===== config.mk =====
export PLATFORM = sky130hd
export DESIGN_NAME = sig_pair_feeder
export DESIGN_NICKNAME = d
export VERILOG_FILES = /design/src/rtl/sig_pkg.sv /design/src/rtl/beat_pos_counter.sv /design/src/rtl/sig_pair_feeder.sv
export SDC_FILE = /design/constraint.sdc
export NUM_CORES = 1
export LEC_CHECK = 0
export ABC_AREA = 1
export CAP_MARGIN = 20
export CORE_AREA = 2 2 206 208
export DETAILED_ROUTE_END_ITERATION = 12
export DIE_AREA = 0 0 208 210
export DONT_BUFFER_PORTS = 1
export PLACE_DENSITY = 0.48
export SLEW_MARGIN = 5
export SYNTH_ARGS = -nofsm -noshare
export SYNTH_HDL_FRONTEND = slang
export SYNTH_HIERARCHICAL = 1
export SYNTH_SLANG_ARGS = --single-unit

===== constraint.sdc =====
create_clock -name clk -period 4.25 [get_ports clk]
set_input_delay 1.275 -clock clk [delete_from_list [all_inputs] [get_ports clk]]
set_output_delay 1.275 -clock clk [all_outputs]
set_load 0.05 [all_outputs]

===== src/rtl/sig_pkg.sv =====
// Shared definitions for the sigma/covariance front end and statistic blocks.
// Provides the sequencer state enum and the frame-geometry helper functions.
package sig_pkg;

    typedef enum logic [2:0] {
        IDLE   = 3'd0,
        RST    = 3'd1,
        STREAM = 3'd2,
        FLUSH  = 3'd3,
        DONE   = 3'd4
    } state_t;

    // Beats making up one image row.
    function automatic int unsigned beats_per_row(input int unsigned pixels_per_beat,
                                                  input int unsigned image_dim);
        return image_dim / pixels_per_beat;
    endfunction

    // Beats making up one square frame.
    function automatic int unsigned frame_beats(input int unsigned pixels_per_beat,
                                                input int unsigned image_dim);
        return image_dim * beats_per_row(pixels_per_beat, image_dim);
    endfunction

    // Zero beats injected after a frame to drain the window.
    function automatic int unsigned flush_beats(input int unsigned flush_rows,
                                                input int unsigned pixels_per_beat,
                                                input int unsigned image_dim);
        return flush_rows * beats_per_row(pixels_per_beat, image_dim);
    endfunction

    // Counter width able to hold 0..n-1, never narrower than one bit.
    function automatic int unsigned cnt_width(input int unsigned n);
        return (n > 1) ? $clog2(n) : 1;
    endfunction

endpackage


===== src/rtl/beat_pos_counter.sv =====
// Column/row beat position counter for one frame.
// Ports:
//   clk, aresetn : clock and synchronous active-low reset
//   clear        : synchronous return to position (0,0)
//   enable       : advance one beat (col wraps into row)
//   last         : current position is the final beat of the frame
module beat_pos_counter
    import sig_pkg::*;
#(
    parameter int unsigned COLS = 2,
    parameter int unsigned ROWS = 32
) (
    input  logic clk,
    input  logic aresetn,
    input  logic clear,
    input  logic enable,
    output logic last
);

    localparam int unsigned CW = cnt_width(COLS);
    localparam int unsigned RW = cnt_width(ROWS);

    logic [CW-1:0] col;
    logic [RW-1:0] row;
    logic          col_end;
    logic          row_end;

    assign col_end = (col == CW'(COLS - 1));
    assign row_end = (row == RW'(ROWS - 1));
    assign last    = col_end && row_end;

    // Position advance; the row wraps too so the counter is ready for the next frame.
    always_ff @(posedge clk) begin
        if (!aresetn || clear) begin
            col <= '0;
            row <= '0;
        end else if (enable) begin
            if (col_end) begin
                col <= '0;
                row <= row_end ? '0 : row + RW'(1);
            end else begin
                col <= col + CW'(1);
            end
        end
    end

endmodule


===== src/rtl/sig_pair_feeder.sv =====
// Merges the X and Y beat streams into lock-step pairs for the statistic
// pipeline, framing each image with a pipeline reset and trailing zero rows.
// Ports:
//   clk, aresetn                    : clock, synchronous active-low reset
//   x_t*/y_t*                       : valid/ready beat streams (X and Y images)
//   hold                            : downstream backpressure
//   out_x, out_y                    : beat pair to the pipeline
//   out_stall, out_aresetn          : pipeline advance gate and reset
//   out_valid                       : advancing beat carries image data
//   busy, frame_done, framing_err   : status
module sig_pair_feeder
    import sig_pkg::*;
#(
    parameter int unsigned PIXELS_PER_BEAT = 16,
    parameter int unsigned IMAGE_DIM       = 512,
    parameter int unsigned DATA_WIDTH      = 8 * PIXELS_PER_BEAT,
    parameter int unsigned RST_CYCLES      = 2,
    parameter int unsigned FLUSH_ROWS      = 5
) (
    input  logic                  clk,
    input  logic                  aresetn,
    input  logic [DATA_WIDTH-1:0] x_tdata,
    input  logic                  x_tvalid,
    input  logic                  x_tlast,
    output logic                  x_tready,
    input  logic [DATA_WIDTH-1:0] y_tdata,
    input  logic                  y_tvalid,
    input  logic                  y_tlast,
    output logic                  y_tready,
    input  logic                  hold,
    output logic [DATA_WIDTH-1:0] out_x,
    output logic [DATA_WIDTH-1:0] out_y,
    output logic                  out_stall,
    output logic                  out_aresetn,
    output logic                  out_valid,
    output logic                  busy,
    output logic                  frame_done,
    output logic                  framing_err
);

    localparam int unsigned BEATS_PER_ROW = beats_per_row(PIXELS_PER_BEAT, IMAGE_DIM);
    localparam int unsigned FLUSH_BEATS   = flush_beats(FLUSH_ROWS, PIXELS_PER_BEAT, IMAGE_DIM);
    localparam int unsigned RCW           = cnt_width(RST_CYCLES);
    localparam int unsigned FCW           = cnt_width(FLUSH_BEATS);

    state_t          state;
    state_t          state_nxt;
    logic [RCW-1:0]  rst_cnt;
    logic [FCW-1:0]  flush_cnt;
    logic            pos_last;
    logic            fire;
    logic            flush_fire;
    logic            rst_done;
    logic            flush_last;

    logic [DATA_WIDTH-1:0] out_x_d;
    logic [DATA_WIDTH-1:0] out_y_d;
    logic                  out_stall_d;
    logic                  out_aresetn_d;
    logic                  out_valid_d;
    logic                  frame_done_d;
    logic                  framing_err_d;

    // A pair is consumed only when both sides offer a beat; gated by reset so
    // a beat presented in a reset cycle is never lost.
    assign fire       = aresetn && (state == STREAM) && x_tvalid && y_tvalid && !hold;
    assign flush_fire = (state == FLUSH) && !hold;
    assign x_tready   = fire;
    assign y_tready   = fire;
    assign rst_done   = (rst_cnt == RCW'(RST_CYCLES - 1));
    assign flush_last = (flush_cnt == FCW'(FLUSH_BEATS - 1));

    // Image beat position within the frame.
    beat_pos_counter #(
        .COLS (BEATS_PER_ROW),
        .ROWS (IMAGE_DIM)
    ) u_pos (
        .clk     (clk),
        .aresetn (aresetn),
        .clear   (state == RST),
        .enable  (fire),
        .last    (pos_last)
    );

    // State register.
    always_ff @(posedge clk) begin
        if (!aresetn) begin
            state <= IDLE;
        end else begin
            state <= state_nxt;
        end
    end

    // Next-state logic.
    always_comb begin
        state_nxt = state;
        unique case (state)
            IDLE:    if (x_tvalid && y_tvalid) state_nxt = RST;
            RST:     if (rst_done) state_nxt = STREAM;
            STREAM:  if (fire && pos_last) state_nxt = FLUSH;
            FLUSH:   if (flush_fire && flush_last) state_nxt = DONE;
            DONE:    state_nxt = IDLE;
            default: state_nxt = IDLE;
        endcase
    end

    // Reset-pulse and flush-beat counters.
    always_ff @(posedge clk) begin
        if (!aresetn || (state != RST)) begin
            rst_cnt <= '0;
        end else begin
            rst_cnt <= rst_cnt + RCW'(1);
        end
    end

    always_ff @(posedge clk) begin
        if (!aresetn || (state == RST)) begin
            flush_cnt <= '0;
        end else if (flush_fire) begin
            flush_cnt <= flush_cnt + FCW'(1);
        end
    end

    // Output next values; any non-advancing cycle stalls and holds data.
    always_comb begin
        out_x_d       = out_x;
        out_y_d       = out_y;
        out_stall_d   = 1'b1;
        out_aresetn_d = out_aresetn;
        out_valid_d   = 1'b0;
        frame_done_d  = 1'b0;
        framing_err_d = framing_err;
        unique case (state)
            RST: begin
                out_stall_d   = 1'b0;
                out_aresetn_d = 1'b0;
                out_x_d       = '0;
                out_y_d       = '0;
            end
            STREAM: begin
                if (fire) begin
                    out_stall_d   = 1'b0;
                    out_aresetn_d = 1'b1;
                    out_valid_d   = 1'b1;
                    out_x_d       = x_tdata;
                    out_y_d       = y_tdata;
                    // tlast must mark exactly the counter-defined final beat.
                    if ((x_tlast != pos_last) || (y_tlast != pos_last)) begin
                        framing_err_d = 1'b1;
                    end
                end
            end
            FLUSH: begin
                if (flush_fire) begin
                    out_stall_d = 1'b0;
                    out_x_d     = '0;
                    out_y_d     = '0;
                end
            end
            DONE:    frame_done_d = 1'b1;
            default: ;
        endcase
    end

    // Output registers.
    always_ff @(posedge clk) begin
        if (!aresetn) begin
            out_x       <= '0;
            out_y       <= '0;
            out_stall   <= 1'b1;
            out_aresetn <= 1'b0;
            out_valid   <= 1'b0;
            busy        <= 1'b0;
            frame_done  <= 1'b0;
            framing_err <= 1'b0;
        end else begin
            out_x       <= out_x_d;
            out_y       <= out_y_d;
            out_stall   <= out_stall_d;
            out_aresetn <= out_aresetn_d;
            out_valid   <= out_valid_d;
            busy        <= (state != IDLE);
            frame_done  <= frame_done_d;
            framing_err <= framing_err_d;
        end
    end

endmodule


==> flow_summary.json, run 1 <==
{
  "criticalPathCategory": "in2out",
  "whs_ns": 0.487,
  "critical_path.max_fanout": 262,
  "drive_above_1_share": 0.0645,
  "min_path_type": "reg2reg",
  "cts_max_level": 2,
  "clockBufferDepth": 3,
  "ys_ff_latch": 288,
  "syn_nets": 1645,
  "layout_commonest_cell": "nand3_1",
  "total_power_mw": 9.13,
  "fin_worst_skew_ns": 0.0129,
  "seqPwrFrac": 0.469,
  "max_cap_violations": 0,
  "grt.total_usage": 0.141,
  "status": "completed",
  "cts_made_buffers": 34,
  "end_kind": "output port",
  "die-area_um2": 43700,
  "critPathSlowestCell": "nor2_4",
  "syn_area_um2": 10900,
  "p_sw_mw": 3.82,
  "setup.worst_path.start_class": "input pin",
  "p_comb_frac": 0.191,
  "ant_nets": 0,
  "rsz0062_at_grt": "no",
  "fin_tns_setup_ns": 0,
  "grt_first_pass_wirelength_um": 49300,
  "grt_max_degree": 265,
  "fp.dieW_um": 208,
  "viasPerCell": 4.84,
  "wirelength_um": 33200,
  "place_area_um2": 11100,
  "drt-initial-drc-count": 837,
  "clock.fmax_ghz": 0.286,
  "drc": 0,
  "relSlewSlack": 0.246,
  "post_drt_wl_per_cell_um": 17.7,
  "ctsHoldBuffers": 0,
  "vias": 9054,
  "peakVddDrop_mv": 0.801,
  "portBuffers": 0,
  "yosysUniqueCellTypes": 34,
  "clk_pin_slew_ns": 0.06,
  "initial_core_util": 0.263,
  "timing.final.crit_share": 0.823,
  "final_cells": 1872,
  "die_h_um": 210,
  "hold_viol_final": 0,
  "cts_root_buf": "clkbuf_16",
  "power_density_nw_per_um2": 742,
  "post_cts_resized": 0,
  "cts.sinks": 288,
  "p_clk_frac": 0.340,
  "post-route-util": 0.297,
  "syn2layout_area_growth_pct": 12.5,
  "fillers": 4464,
  "place_hpwl_um": 22600,
  "grt_pass1_vias": 8265,
  "final_area_um2": 12300,
  "cts_tree": "done",
  "arrival_ns": 2.22,
  "first_pass_iters": 5,
  "syn_area_per_cell_um2": 7.95,
  "grt_overflow": 0,
  "fp-row-count": 75,
  "core_area_um2": 41500,
  "antenna_cells": 0,
  "layout_setup_ws_ns": 0.751,
  "crit_top_cell": "nor2_4",
  "clock_latency_ns": 0.52,
  "pin_count": 527,
  "p_sw_frac": 0.418,
  "ys_seq_area_frac": 0.528,
  "post-route-min-period_ns": 3.50,
  "post_cts_buffers": 0,
  "antenna_found_initial": 0,
  "crit_chain": "inv_4 > nor2_4 > nand2_1 > nor2_4",
  "leakagePower_nw": 4.91,
  "max_slew.worst_pin.slew_ns": 1.13,
  "layout_common_cells": "412 x nand3_1, 318 x nand2_1, 288 x dfxtp_1, 84 x o21ai_0, 37 x clkbuf_16",
  "intPower_mw": 5.31,
  "setup_viol": 0,
  "placed_cells": 1810,
  "globalplace.congestion": 0.771,
  "slew_violations": 0,
  "nets": 1577,
  "dp_slack_ns": 0.796,
  "syn_inst": 1375,
  "ys_warn_count": 6,
  "crit_required_ns": 2.97,
  "critPathMaxStageDelay_ns": 0.60
}
==> flip-flops by register name, indices dropped and copies added (netlist names), 3 cells and up <==
signal	cells
out_y	128
u_pos/col	5
u_pos/row	9
state	3
out_x	128
flush_cnt	8
==> path summary, 6_finish.rpt <==
path	cells after the start	slack (ns)	startpoint	to
setup / recovery	4	0.75	aresetn	x_tready
hold / removal	2	0.49	u_pos/col[4]	u_pos/col[4]
setup reg to reg	10	1.39	state[2]	out_y[54]
hold reg to reg	2	0.49	u_pos/col[4]	u_pos/col[4]
==> cell usage after synthesis <==
cell	count	area share
nor4_1	1	0.00057
nor2_4	3	0.0031
buf_4	3	0.0021
nor3_1	3	0.0014
buf_2	24	0.011
nand3_2	1	0.00092
buf_1	13	0.0045
nor2_2	3	0.0017
o21bai_1	1	0.00069
a211oi_2	1	0.0011
and3_1	3	0.0017
nor2_1	37	0.013
o21ai_0	84	0.038
nor2_8	1	0.0018
nand4_1	3	0.0017
a21oi_1	15	0.0069
a21oi_2	1	0.00080
buf_8	1	0.0014
ha_1	7	0.0080
inv_2	5	0.0017
clkbuf_1	52	0.018
xnor2_1	1	0.00080
inv_1	30	0.010
inv_4	1	0.00057
or3_1	1	0.00057
o21ai_2	1	0.00080
or2_2	1	0.00057
nand2_4	1	0.0010
buf_6	22	0.023
o21ai_1	36	0.016
dfxtp_1	288	0.53
nor3b_1	1	0.00069
nand2_1	318	0.11
nand3_1	412	0.19
==> cell type report <==
cell class / count / area (um^2) / area share
clock buffers: 50 / 1030 / 0.0841
clock inverters: 12 / 176 / 0.0143
flip-flops and latches: 288 / 5770 / 0.469
well taps: 539 / 674 / 0.0548
repair buffers: 11 / 120 / 0.00977
multi-input cells: 936 / 4390 / 0.357
inverters: 36 / 138 / 0.0112
==> worst max-delay path, delay by kind of cell <==
| kind | cells | cell delay [ns] |
|---|---|---|
| buffers and inverters | 1 | 0.09 |
| AND/OR/NAND/NOR | 3 | 0.80 |
==> logic make-up after synthesis <==
family,after synthesis,synth area share
AOI/OAI and AO/OA,139,0.0653
xor gates and xnor gates,1,0.000802
adders and majority gates,7,0.00801
buffers and inverters,151,0.0720
DFF,288,0.528
and+or+nand+nor,789,0.326
==> power by group through the flow <==
stage / Sequential [mW] / Clock, mW / Combinational, mW
CTS: 4.29 / 3.21 / 1.75
global route: 4.31 / 3.33 / 1.97
finish: 4.28 / 3.10 / 1.75
detailed placement: 4.35 / 0 / 1.74
floorplan: 4.24 / 0 / 1.71
global placement: 4.35 / 0 / 1.72
==> routing by layer <==
metal | share of wire | GRT usage
met1 | 0.41 | 0.169
met2 | 0.48 | 0.230
met4 | 0.018 | 0.0408
met3 | 0.093 | 0.0583
met5 | 0 | 0
Power figures use the tool's default switching activity.
==> run 2, diff against run 1 <==
clock period = 3.4 ns   (was 4.25 ns; I/O delays follow)
==> run 2 against run 1 <==
Compared with the run above:
- the run now ends with negative setup slack left
- register-to-register slack got worse by 0.09 ns
- combinational power increased by 29%
- final cell count about the same
- cell area about the same
- global-route usage increased by 0.21 points
- non-clock buffer count increased by 2
- sequential cell count unchanged
- critical path type unchanged
- critical endpoint unchanged
- highest routed layer unchanged
==> flow_summary.json, run 2 (synthesis gave the netlist of run 1 again) <==
{
  "crit_chain": "inv_4 > nor2_4 > nand2_1 > nor2_4 > buf_4",
  "cts.sinks": 288,
  "criticalPathCategory": "in2out",
  "cpLargestDelayFamily": "buffers and inverters",
  "post_cts_resized": 0,
  "wirelength_um": 33500,
  "drive_above_1_share": 0.0668,
  "post-route-min-period_ns": 3.45,
  "grt_first_pass_wirelength_um": 50300,
  "pin_count": 527,
  "slew_violations": 0,
  "ctsHoldBuffers": 0,
  "cts_made_buffers": 35,
  "clock_latency_ns": 0.52,
  "portBuffers": 0,
  "arrival_ns": 2.43,
  "syn2layout_area_growth_pct": 12.6,
  "fin_worst_skew_ns": 0.0129,
  "grt_pass1_vias": 8522,
  "antenna_found_initial": 1,
  "drt-initial-drc-count": 804,
  "min_path_type": "reg2reg",
  "layout_setup_ws_ns": -0.0458,
  "vias": 9044,
  "crit_top_cell": "nor2_4",
  "die-area_um2": 43700,
  "intPower_mw": 6.55,
  "hold_viol_final": 0,
  "place_hpwl_um": 22500,
  "critical_path.max_fanout": 262,
  "clk_pin_slew_ns": 0.05,
  "top_regs": "out_x x128, out_y x128, u_pos/row x9",
  "cts_tree": "done",
  "nets": 1580,
  "ant_nets": 0,
  "timing.final.crit_share": 1.01,
  "p_comb_frac": 0.198,
  "max_cap_violations": 0,
  "rsz0062_at_grt": "no",
  "max_slew.worst_pin.slew_ns": 0.988,
  "first_pass_iters": 7,
  "fp.dieW_um": 208,
  "grt_max_degree": 263,
  "layout_commonest_cell": "nand3_1",
  "clockBufferDepth": 3,
  "seqPwrFrac": 0.473,
  "cts_root_buf": "clkbuf_16",
  "p_clk_frac": 0.329,
  "leakagePower_nw": 4.92,
  "fp-row-count": 75,
  "p_sw_mw": 4.78,
  "post_cts_buffers": 0,
  "peakVddDrop_mv": 0.719,
  "status": "complete, but fails checks",
  "post_drt_wl_per_cell_um": 17.9,
  "p_sw_frac": 0.422,
  "cts_max_level": 2,
  "grt_overflow": 0,
  "die_h_um": 210,
  "layout_common_cells": "412 x nand3_1, 318 x nand2_1, 288 x dfxtp_1, 84 x o21ai_0, 37 x clkbuf_16",
  "power_density_nw_per_um2": 921,
  "end_kind": "output port",
  "initial_core_util": 0.263,
  "critPathSlowestCell": "inv_4",
  "clock.fmax_ghz": 0.290,
  "crit_buf_inv": 2,
  "setup.worst_path.start_class": "input pin",
  "crit_required_ns": 2.38,
  "core_area_um2": 41500,
  "dp_slack_ns": 0.625,
  "relSlewSlack": 0.341,
  "grt.total_usage": 0.143,
  "post-route-util": 0.297,
  "critPathMaxStageDelay_ns": 0.45,
  "globalplace.congestion": 0.756,
  "violations": "negative setup slack",
  "drc": 0,
  "setup_viol": 2,
  "viasPerCell": 4.83
}
## run 2: path summary, 6_finish.rpt
check | to | depth (start not counted) | slack, ns | from
max | x_tready | 5 | -0.05 | aresetn
min | flush_cnt[5] | 2 | 0.48 | flush_cnt[5]
max reg2reg | u_pos/row[6] | 12 | 1.30 | state[2]
min reg2reg | flush_cnt[5] | 2 | 0.48 | flush_cnt[5]
## run 2: per-stage QoR
step | instance area (um^2) | total power [mW] | hold slack, ns | TNS [ns] | cells
after floorplan | 10900 | 7.44 | 0.450 | 0 | 1375
after global placement | 11100 | 7.67 | 0.458 | 0 | 1812
after detailed placement | 11100 | 7.70 | 0.479 | 0 | 1812
after CTS | 12300 | 11.5 | 0.487 | 0 | 1872
after global routing | 12300 | 11.9 | 0.503 | 0 | 1873
final | 12300 | 11.3 | 0.481 | -0.0908 | 1873
## run 2: power groups by stage
| stage | Sequential (mW) | Combinational (mW) | Clock [mW] |
|---|---|---|---|
| after floorplan | 5.30 | 2.14 | 0 |
| after global placement | 5.44 | 2.23 | 0 |
| after detailed placement | 5.44 | 2.26 | 0 |
| after CTS | 5.37 | 2.28 | 3.85 |
| after global routing | 5.39 | 2.53 | 3.97 |
| final | 5.36 | 2.25 | 3.73 |
## run 2: metal layers
metal / vias to the layer above / GRT usage / share of wire
met5: - / 0 / 0
met4: 0 / 0.0472 / 0.024
met3: 50 / 0.0553 / 0.089
met2: 363 / 0.234 / 0.48
met1: 4153 / 0.171 / 0.41
li1: 4478 / - / -
## run 2: worst min-delay path: stages (launching register included)
cell	delay (ns)
dfxtp_1	0.31
o21ai_0	0.07
a21oi_1	0.06
## run 2: layout make-up
| cell class | instances | area (um^2) |
|---|---|---|
| Fill cell | 4411 | 29200 |
| Timing Repair Buffer | 13 | 173 |
| Multi-Input combinational cell | 936 | 4390 |
| Clock buffer | 52 | 1090 |
| Sequential cell | 288 | 5770 |
| Clock inverter | 8 | 71.3 |
| Tap cell | 539 | 674 |
| Inverter | 36 | 138 |
| Antenna cell | 1 | 2.50 |
